$ cat src/rtl/objram_dma_pkg.sv
// objram_dma_pkg
// Shared definitions for the object RAM DMA block: copy-window defaults
// and the transfer FSM state encoding.
//   DEF_WORDS  : 16-bit object words copied per DMA window
//   DEF_AW     : object RAM address width (DEF_WORDS <= 2**DEF_AW)
//   dma_state_t: IDLE -> REQ -> COPY -> DRAIN -> IDLE
package objram_dma_pkg;

   localparam int DEF_WORDS = 1024;
   localparam int DEF_AW    = 10;

   typedef enum logic [1:0] {
      ST_IDLE  = 2'd0,
      ST_REQ   = 2'd1,
      ST_COPY  = 2'd2,
      ST_DRAIN = 2'd3
   } dma_state_t;

endpackage

$ cat src/rtl/objram_dma_addrgen.sv
// objram_dma_addrgen
// Source read counter plus the one-enabled-cycle write pipeline.
//   clk, rst_n : master clock, async active-low reset
//   en         : pixel clock enable (active-high here); nothing moves without it
//   clear      : restart the counter at address 0 (start of a window)
//   rd         : a read is issued at src_addr on this enabled cycle
//   src_addr   : current source read address
//   last       : src_addr is the final word of the window
//   wr_addr    : source address of the word now arriving on the data bus
//   wr_pending : a read was issued on the previous enabled cycle, so its
//                data is due to be written on this one
module objram_dma_addrgen
   import objram_dma_pkg::*;
#(
   parameter int WORDS = DEF_WORDS,
   parameter int AW    = DEF_AW
) (
   input  logic          clk,
   input  logic          rst_n,
   input  logic          en,
   input  logic          clear,
   input  logic          rd,
   output logic [AW-1:0] src_addr,
   output logic          last,
   output logic [AW-1:0] wr_addr,
   output logic          wr_pending
);

   localparam logic [AW-1:0] LAST_ADDR = AW'(WORDS - 1);

   logic [AW-1:0] cnt_q;

   // The counter saturates at the final word: it is never allowed to
   // step past WORDS-1, even if a read were requested there.
   always_ff @(posedge clk or negedge rst_n) begin
      if (!rst_n) begin
         cnt_q      <= '0;
         wr_addr    <= '0;
         wr_pending <= 1'b0;
      end else if (en) begin
         wr_pending <= rd;
         if (rd) begin
            wr_addr <= cnt_q;
         end
         if (clear) begin
            cnt_q <= '0;
         end else if (rd && (cnt_q != LAST_ADDR)) begin
            cnt_q <= cnt_q + 1'b1;
         end
      end
   end

   assign src_addr = cnt_q;
   assign last     = (cnt_q == LAST_ADDR);

endmodule

$ cat src/rtl/objram_dma.sv
// objram_dma
// Copies WORDS 16-bit words from object RAM into one bank of a double
// buffered shadow RAM during each DMA window of the video timing generator.
// Ports:
//   i_EMU_MCLK, i_MRST_n   : master clock, async active-low reset
//   i_EMU_CLK6MPCEN_n      : active-low clock enable; every state change and
//                            every strobe is confined to enabled cycles
//   i_DMA_n, i_FRAMEPARITY : DMA window (falling edge starts a copy), parity
//                            picking the shadow bank (bank = ~parity)
//   o_CPU_HOLD/i_CPU_HOLDACK : bus request / level grant
//   o_SRC_ADDR/o_SRC_RD/i_SRC_DATA : object RAM read port (1-cycle latency)
//   o_DST_ADDR/o_DST_DATA/o_DST_WR : shadow RAM write port, MSB = bank
//   o_BUSY, o_DONE, o_ABORT : status (busy level, done pulse, sticky abort)
//   o_DBG_STATE            : current FSM state for observation
//
// Bus handshake: o_CPU_HOLD is a request held high for as long as this
// block owns object RAM (REQ, COPY, DRAIN); i_CPU_HOLDACK is the level grant.
// Copying starts on the first enabled cycle that sees the grant and runs
// only while it stays high; a grant that drops during COPY, or a window that
// closes (i_DMA_n rising) in REQ or COPY, ends the transfer as an abort.
module objram_dma
   import objram_dma_pkg::*;
#(
   parameter int WORDS = DEF_WORDS,
   parameter int AW    = DEF_AW
) (
   input  logic          i_EMU_MCLK,
   input  logic          i_MRST_n,
   input  logic          i_EMU_CLK6MPCEN_n,
   input  logic          i_DMA_n,
   input  logic          i_FRAMEPARITY,
   output logic          o_CPU_HOLD,
   input  logic          i_CPU_HOLDACK,
   output logic [AW-1:0] o_SRC_ADDR,
   output logic          o_SRC_RD,
   input  logic [15:0]   i_SRC_DATA,
   output logic [AW:0]   o_DST_ADDR,
   output logic [15:0]   o_DST_DATA,
   output logic          o_DST_WR,
   output logic          o_BUSY,
   output logic          o_DONE,
   output logic          o_ABORT,
   output dma_state_t    o_DBG_STATE
);

   dma_state_t    state_q, state_d;
   logic          en;
   logic          dma_q;
   logic          bank_q;
   logic          abort_q;
   logic          dma_fall, dma_rise;
   logic          start, set_abort, rd, done;
   logic          last, wr_pending, wr;
   logic [AW-1:0] src_addr, wr_addr;

   assign en = ~i_EMU_CLK6MPCEN_n;

   // Edges of i_DMA_n are taken against the copy registered on the last
   // enabled cycle, so an edge during a disabled stretch is still seen.
   assign dma_fall = dma_q & ~i_DMA_n;
   assign dma_rise = ~dma_q & i_DMA_n;

   always_ff @(posedge i_EMU_MCLK or negedge i_MRST_n) begin
      if (!i_MRST_n) begin
         state_q <= ST_IDLE;
         dma_q   <= 1'b1;
         bank_q  <= 1'b0;
         abort_q <= 1'b0;
      end else if (en) begin
         state_q <= state_d;
         dma_q   <= i_DMA_n;
         if (start) begin
            bank_q  <= ~i_FRAMEPARITY;
            abort_q <= 1'b0;
         end else if (set_abort) begin
            abort_q <= 1'b1;
         end
      end
   end

   // All strobes produced here already include en, so they can never be
   // high on a disabled cycle.
   always_comb begin
      state_d   = state_q;
      start     = 1'b0;
      set_abort = 1'b0;
      rd        = 1'b0;
      done      = 1'b0;
      case (state_q)
         ST_IDLE: begin
            if (en && dma_fall) begin
               state_d = ST_REQ;
               start   = 1'b1;
            end
         end
         ST_REQ: begin
            if (en) begin
               if (dma_rise) begin
                  state_d   = ST_IDLE;
                  set_abort = 1'b1;
               end else if (i_CPU_HOLDACK) begin
                  state_d = ST_COPY;
               end
            end
         end
         ST_COPY: begin
            if (en) begin
               if (dma_rise || !i_CPU_HOLDACK) begin
                  // No new read; the write already in flight still lands
                  // this cycle through wr_pending.
                  state_d   = ST_IDLE;
                  set_abort = 1'b1;
               end else begin
                  rd = 1'b1;
                  if (last) begin
                     state_d = ST_DRAIN;
                  end
               end
            end
         end
         ST_DRAIN: begin
            if (en) begin
               done    = 1'b1;
               state_d = ST_IDLE;
            end
         end
         default: begin
            state_d = ST_IDLE;
         end
      endcase
   end

   objram_dma_addrgen #(
      .WORDS (WORDS),
      .AW    (AW)
   ) u_addrgen (
      .clk        (i_EMU_MCLK),
      .rst_n      (i_MRST_n),
      .en         (en),
      .clear      (start),
      .rd         (rd),
      .src_addr   (src_addr),
      .last       (last),
      .wr_addr    (wr_addr),
      .wr_pending (wr_pending)
   );

   assign wr = wr_pending & en;

   assign o_CPU_HOLD  = (state_q != ST_IDLE);
   assign o_BUSY      = (state_q != ST_IDLE);
   assign o_SRC_ADDR  = src_addr;
   assign o_SRC_RD    = rd;
   assign o_DST_ADDR  = {bank_q, wr_addr};
   // Data bus is forced to zero outside write strobes so reset leaves it 0.
   assign o_DST_DATA  = wr ? i_SRC_DATA : 16'h0000;
   assign o_DST_WR    = wr;
   assign o_DONE      = done;
   assign o_ABORT     = abort_q;
   assign o_DBG_STATE = state_q;

endmodule

$ cat config.mk
export PLATFORM = sky130hd
export DESIGN_NAME = objram_dma
export DESIGN_NICKNAME = d
export VERILOG_FILES = /design/src/rtl/objram_dma_pkg.sv /design/src/rtl/objram_dma_addrgen.sv /design/src/rtl/objram_dma.sv
export SDC_FILE = /design/constraint.sdc
export NUM_CORES = 1
export LEC_CHECK = 0
export CAP_MARGIN = 20
export CORE_AREA = 2 2 78 50
export DETAILED_ROUTE_END_ITERATION = 12
export DIE_AREA = 0 0 80 52
export GPL_TIMING_DRIVEN = 0
export PLACE_DENSITY = 0.86
export REMOVE_ABC_BUFFERS = 1
export SLEW_MARGIN = 20
export SYNTH_ARGS = -nofsm -noshare
export SYNTH_HDL_FRONTEND = slang
export SYNTH_SLANG_ARGS = --single-unit
$ cat constraint.sdc
create_clock -name i_EMU_MCLK -period 6.1 [get_ports i_EMU_MCLK]
set_clock_uncertainty 0.2 [all_clocks]
set_input_delay 1.22 -clock i_EMU_MCLK [delete_from_list [all_inputs] [get_ports i_EMU_MCLK]]
set_output_delay 1.22 -clock i_EMU_MCLK [all_outputs]
set_load 0.005 [all_outputs]
==> flow_summary.json, run 1 <==
{
  "synthArstFlopShare_pct": 100,
  "clockBufferDepth": 2,
  "fp.dieArea_um2": 4160,
  "seq_area_um2": 652,
  "total_power_mw": 0.545,
  "rows": 17,
  "power_leakage_nw": 0.937,
  "finalSetupTns_ns": 0,
  "yosysMostFrequentCell": "nand2_1",
  "critPathArrivalTime_ns": 3.67,
  "hold_violations": 0,
  "max-slew-margin-rel_pct": 39.8,
  "postCtsSetupRepairBufs": 0,
  "path_max_fanout": 24,
  "ys_top_cells_by_area": "dfrtp_1 (43%), nand2_1 (9.2%), and2_1 (6.8%)",
  "cts_resized": 0,
  "outcome": "finished clean",
  "p_int_mw": 0.379,
  "crit_chain": "clkdlybuf4s50_1 -> or3_1 -> inv_1 -> clkdlybuf4s50_1",
  "fin_crit_ns": 5.09,
  "fin_area_um2": 2200,
  "initial_core_util_pct": 42.0,
  "ios": 67,
  "timing.final.crit_share_pct": 83.5,
  "multi_input_area_um2": 757,
  "h-tree-depth": 1,
  "drcViolationCount": 0,
  "rsz0062_at_grt": "no",
  "ir_worst_vdd_mv": 0.252,
  "synth_seq_area_share_pct": 44.5,
  "grt_pass1_vias": 1239,
  "setup.worst_path.start_class": "input port",
  "globalplace.congestion": 0.822,
  "cts_made_buffers": 3,
  "routed_via_density": 5.10,
  "crit_path_top_delay_cell": "or3_1",
  "cp_common_cell": "clkdlybuf4s50_1",
  "switching_share_pct": 30.4,
  "cpPeakStageDelay_ns": 0.78,
  "grt-ovfl-total": 0,
  "wl_um": 3640,
  "die_h_um": 52,
  "synth_area_per_cell_um2": 8.99,
  "max_freq_ghz": 0.196,
  "ys_seq_elements": 26,
  "dpl_cell_area_um2": 2140,
  "drive_above_1_share_pct": 6.67,
  "fin_nets": 254,
  "critical_path_class": "in2out",
  "die_w_um": 80,
  "tritoncts": "done",
  "area_delta_synth_final_pct": 50.2,
  "maxCapViolations": 0,
  "yosysTopAreaCellShare_pct": 42.7,
  "netlist_instances": 163,
  "clkSinkCount": 26,
  "diodes": 0,
  "yosys_warnings": 0,
  "setup_viol": 0,
  "worst_slack_ns": 1.01,
  "ctsHoldBuffers": 0,
  "worstSkewPairLatency_ns": 0.27,
  "crit_path_end_kind": "output port",
  "pwr-share-comb_pct": 37.6,
  "synth-edff-count": 0,
  "cts.clk_slew.worst_paths_ns": 0.09,
  "core_um2": 3490,
  "grt_pass1_wl_um": 5950,
  "post-place-ws_ns": 0.960,
  "seqPwrFrac_pct": 41.9,
  "ant_nets": 0,
  "fillCellCount": 332,
  "grt_max_degree": 27,
  "slew_violations": 0,
  "critical_path_required_ns": 4.68,
  "dr.first_iter.drc_count": 58,
  "clock_power_share_pct": 20.5,
  "hold_slack_ns": 0.279,
  "yosys.area.top_type": "dfrtp_1",
  "power_density_nw_per_um2": 248,
  "antenna_found_initial": 0,
  "worst_pin_slew_ns": 0.900,
  "root_buffer": "clkbuf_8",
  "ys_types": 38,
  "drt-wirelength-per-cell_um": 13.4,
  "port_buffers": 66,
  "synth_common_cells": "nand2_1 (36), dfrtp_1 (25), and2_1 (16)",
  "netlist_area_um2": 1470,
  "synth-main-ff-cell": "dfrtp_1",
  "first_pass_iters": 4,
  "hp-class": "reg2reg",
  "num_vias": 1388,
  "hpwl_um": 2670,
  "power_switching_mw": 0.166,
  "grt_usage_pct": 18.4
}
==> critical path: cells and delay by family <==
kind	cells	cell delay, ns
buffers and inverters	3	1.66
and+or+nand+nor	1	0.78
==> kinds of logic (layout without fill, tap and decap cells) <==
kind of cell / Yosys count / count (layout) / share of synthesized area, %
simple gates: 87 / 87 / 32.5
buf+inv: 14 / 76 / 4.18
flops: 26 / 26 / 44.5
fa+ha+maj: 6 / 6 / 5.12
compound gates: 28 / 28 / 12.2
mux: 2 / 2 / 1.54
==> power by group through the flow <==
stage                     Combinational (mW)  Sequential (mW)  Clock, mW
after floorplan                       0.0890            0.230          0
final                                  0.205            0.228      0.112
after detailed placement               0.204            0.231          0
after CTS                              0.207            0.228      0.115
after global routing                   0.226            0.233      0.122
after global placement                 0.201            0.231          0
==> cell usage in the layout, fill, tap and decap left out, drive strengths merged, types with 2 or more instances in the layout <==
| cell | netlist | layout |
|---|---|---|
| a21oi | 11 | 11 |
| nor3 | 3 | 3 |
| a31oi | 2 | 2 |
| dfrtp | 25 | 25 |
| clkdlybuf4s50 | 0 | 65 |
| nor4b | 3 | 3 |
| nor2b | 3 | 3 |
| nand3 | 5 | 5 |
| or4 | 3 | 3 |
| nand2b | 2 | 2 |
| clkbuf | 6 | 4 |
| and4 | 2 | 2 |
| nor2 | 5 | 5 |
| nand2 | 36 | 36 |
| mux2 | 2 | 2 |
| o31ai | 4 | 4 |
| and2 | 16 | 16 |
| inv | 6 | 6 |
| o21ai | 5 | 5 |
| ha | 6 | 6 |
| or3 | 3 | 3 |
==> final cells by class <==
| cell class | instances | area share (%) |
|---|---|---|
| Multi-Input combinational cell | 123 | 34.4 |
| Timing Repair Buffer | 66 | 29.8 |
| Sequential cell | 26 | 29.6 |
| Tap cell | 47 | 2.67 |
| Clock buffer | 4 | 2.50 |
| Inverter | 6 | 1.02 |
==> routing by layer <==
layer	vias to the layer above	share of wire (%)	GRT usage (%)
met4	0	0.33	2.26
met3	2	7.8	6.08
met5	-	0	0
met1	647	46	25.1
li1	692	-	-
met2	47	46	29.4
==> state kept, by name, indices dropped and copies added, names as in the netlist <==
signal / count
bank_q: 1
dma_q: 1
o_ABORT: 1
o_DBG_STATE: 2
u_addrgen.src_addr: 10
u_addrgen.wr_addr: 10
u_addrgen.wr_pending: 1
==> worst paths after layout <==
kind                                                   from                                end  slack (ns)  depth (start not counted)
max in group asynchronous                          i_MRST_n         o_DBG_STATE[1]$_DFFE_PN0P_        4.58                          1
hold / removal             u_addrgen.wr_pending$_DFFE_PN0N_   u_addrgen.wr_pending$_DFFE_PN0N_        0.28                          2
setup reg to reg                 o_DBG_STATE[0]$_DFFE_PN0P_  u_addrgen.src_addr[2]$_DFFE_PN0P_        3.44                          7
min in group asynchronous                          i_MRST_n                o_ABORT$_DFFE_PN0P_        0.74                          1
hold reg to reg            u_addrgen.wr_pending$_DFFE_PN0N_   u_addrgen.wr_pending$_DFFE_PN0N_        0.28                          2
setup / recovery                          i_EMU_CLK6MPCEN_n                           o_SRC_RD        1.01                          4
==> per-stage QoR <==
stage                     std cells  util (%)
final                           272      63.1
after global routing            272      63.1
after CTS                       272      62.9
after detailed placement        268      61.4
after global placement          268      61.5
after floorplan                 155         -
No activity file was read; power rests on OpenSTA's default activity.
==> run 2: changes to the inputs <==
- CORE_AREA: 2 2 78 50 -> 2 2 85 54
- DIE_AREA: 0 0 80 52 -> 0 0 87 56
- PLACE_DENSITY: 0.86 -> 0.78
- clock period: 6.1 -> 4.4 ns (I/O delays scaled with it)
==> flow_summary.json, run 2 (synthesis results as in run 1) <==
{
  "cts.clk_slew.worst_paths_ns": 0.09,
  "final_cell_mix": "clkdlybuf4s50_1 (65), nand2_1 (36), dfrtp_1 (25), and2_1 (16), a21oi_1 (11)",
  "power_density_nw_per_um2": 336,
  "postCtsSetupRepairBufs": 0,
  "pwr-share-comb_pct": 38.1,
  "dpl_cell_area_um2": 2140,
  "hpwl_um": 2710,
  "drive_above_1_share_pct": 6.67,
  "rsz0062_at_grt": "no",
  "num_vias": 1382,
  "h-tree-depth": 1,
  "layout_commonest_cell": "clkdlybuf4s50_1",
  "timing.final.crit_share_pct": 95.8,
  "grt_max_degree": 27,
  "hp-class": "reg2reg",
  "wl_met1_um": 1690,
  "wl_um": 3630,
  "hold_violations": 0,
  "switching_share_pct": 30.8,
  "power_leakage_nw": 0.921,
  "die_w_um": 87,
  "die_h_um": 56,
  "tritoncts": "done",
  "fin_area_um2": 2190,
  "critical_path_class": "in2out",
  "drt-wirelength-per-cell_um": 13.2,
  "ant_nets": 0,
  "drcViolationCount": 0,
  "cpPeakStageDelay_ns": 0.80,
  "routed_via_density": 5.03,
  "core_um2": 4030,
  "slew_violations": 0,
  "clock_power_share_pct": 18.6,
  "first_pass_iters": 4,
  "dr_wl_met3_um": 322,
  "crit_path_end_kind": "output port",
  "clkSinkCount": 26,
  "max-slew-margin-rel_pct": 37.8,
  "ios": 67,
  "root_buffer": "clkbuf_8",
  "grt_pass1_vias": 1331,
  "ctsHoldBuffers": 0,
  "area_delta_synth_final_pct": 49.8,
  "crit_chain": "clkdlybuf4s50_1 -> or3_2 -> clkinvlp_4 -> clkdlybuf4s50_1",
  "finalSetupTns_ns": 0,
  "p_int_mw": 0.510,
  "clockBufferDepth": 2,
  "max_freq_ghz": 0.237,
  "port_buffers": 66,
  "fin_crit_ns": 4.21,
  "seqPwrFrac_pct": 43.3,
  "cp_common_cell": "clkdlybuf4s50_1",
  "fp.dieArea_um2": 4870,
  "worst_pin_slew_ns": 0.930,
  "setup_viol": 0,
  "setup.worst_path.start_class": "input port",
  "post-place-ws_ns": 0.00940,
  "globalplace.congestion": 0.752,
  "cp_top_family": "buffers and inverters",
  "crit_path_top_delay_cell": "or3_2",
  "critical_path_required_ns": 3.32,
  "fin_util_pct": 54.4,
  "cts_made_buffers": 3,
  "initial_core_util_pct": 36.3,
  "path_max_fanout": 24,
  "grt_usage_pct": 15.6,
  "power_switching_mw": 0.227,
  "maxCapViolations": 0,
  "crit_buf_inv": 3,
  "rows": 18,
  "outcome": "finished clean",
  "top_layer": "met4",
  "wl_met2_um": 1590,
  "critPathArrivalTime_ns": 3.13,
  "worstSkewPairLatency_ns": 0.27,
  "ir_worst_vdd_mv": 0.146,
  "grt-ovfl-total": 0,
  "antenna_found_initial": 0,
  "grt_pass1_wl_um": 6070,
  "worst_slack_ns": 0.186,
  "dr.first_iter.drc_count": 63,
  "diodes": 0,
  "fin_nets": 254
}
==> run 2: cell types whose count changed in the layout (fill, tap and decap cells not counted), sizes merged <==
cell / change
clkinvlp: +1
inv: -1
==> run 2: power by group through the flow <==
stage               Combinational (mW)  Clock [mW]  Sequential, mW
floorplan                        0.123           0           0.318
global placement                 0.281           0           0.321
global route                     0.314       0.155           0.326
finish                           0.281       0.137           0.319
CTS                              0.285       0.144           0.319
detailed placement               0.284           0           0.322
==> run 2: routing by layer <==
metal	up-vias	global-route usage, %
li1	688	-
met5	-	0
met4	0	4.02
met3	5	5.79
met2	60	23.3
met1	629	21.1
==> run 2: worst paths after layout <==
path / startpoint / endpoint / slack (ns) / depth (start not counted)
setup / recovery: i_EMU_CLK6MPCEN_n / o_SRC_RD / 0.19 / 4
hold / removal: u_addrgen.wr_addr[4]$_DFFE_PN0P_ / u_addrgen.wr_addr[4]$_DFFE_PN0P_ / 0.28 / 2
setup reg to reg: o_DBG_STATE[0]$_DFFE_PN0P_ / u_addrgen.src_addr[5]$_DFFE_PN0P_ / 1.84 / 6
hold reg to reg: u_addrgen.wr_addr[4]$_DFFE_PN0P_ / u_addrgen.wr_addr[4]$_DFFE_PN0P_ / 0.28 / 2
max in group asynchronous: i_MRST_n / dma_q$_DFFE_PN1N_ / 3.23 / 1
min in group asynchronous: i_MRST_n / u_addrgen.wr_addr[4]$_DFFE_PN0P_ / 0.39 / 1
==> run 2: per-stage QoR <==
step,cells,hold WS [ns],total power [mW]
floorplan,155,0.242,0.442
global placement,271,0.254,0.602
detailed placement,271,0.263,0.606
CTS,275,0.285,0.747
global route,275,0.309,0.795
finish,275,0.280,0.737
==> run 2: final cells by class <==
cell class / count / area [µm²]
Inverter: 6 / 26.3
Clock buffer: 4 / 45.0
Multi-Input combinational cell: 123 / 753
Fill cell: 386 / 1840
Timing Repair Buffer: 66 / 656
Sequential cell: 26 / 652
Tap cell: 50 / 62.6
==> run 2: what timing repair did <==
| action | in CTS | in global routing |
|---|---|---|
| setup endpoints to repair | 0 | 1 |
| endpoints found under the hold margin | 0 | 0 |
| gates resized for setup | 0 | 2 |
==> run 2: worst min-delay path, delay by kind of cell (launching register included) <==
family	cells	cell delay [ns]
simple gates	2	0.10
flops	1	0.35
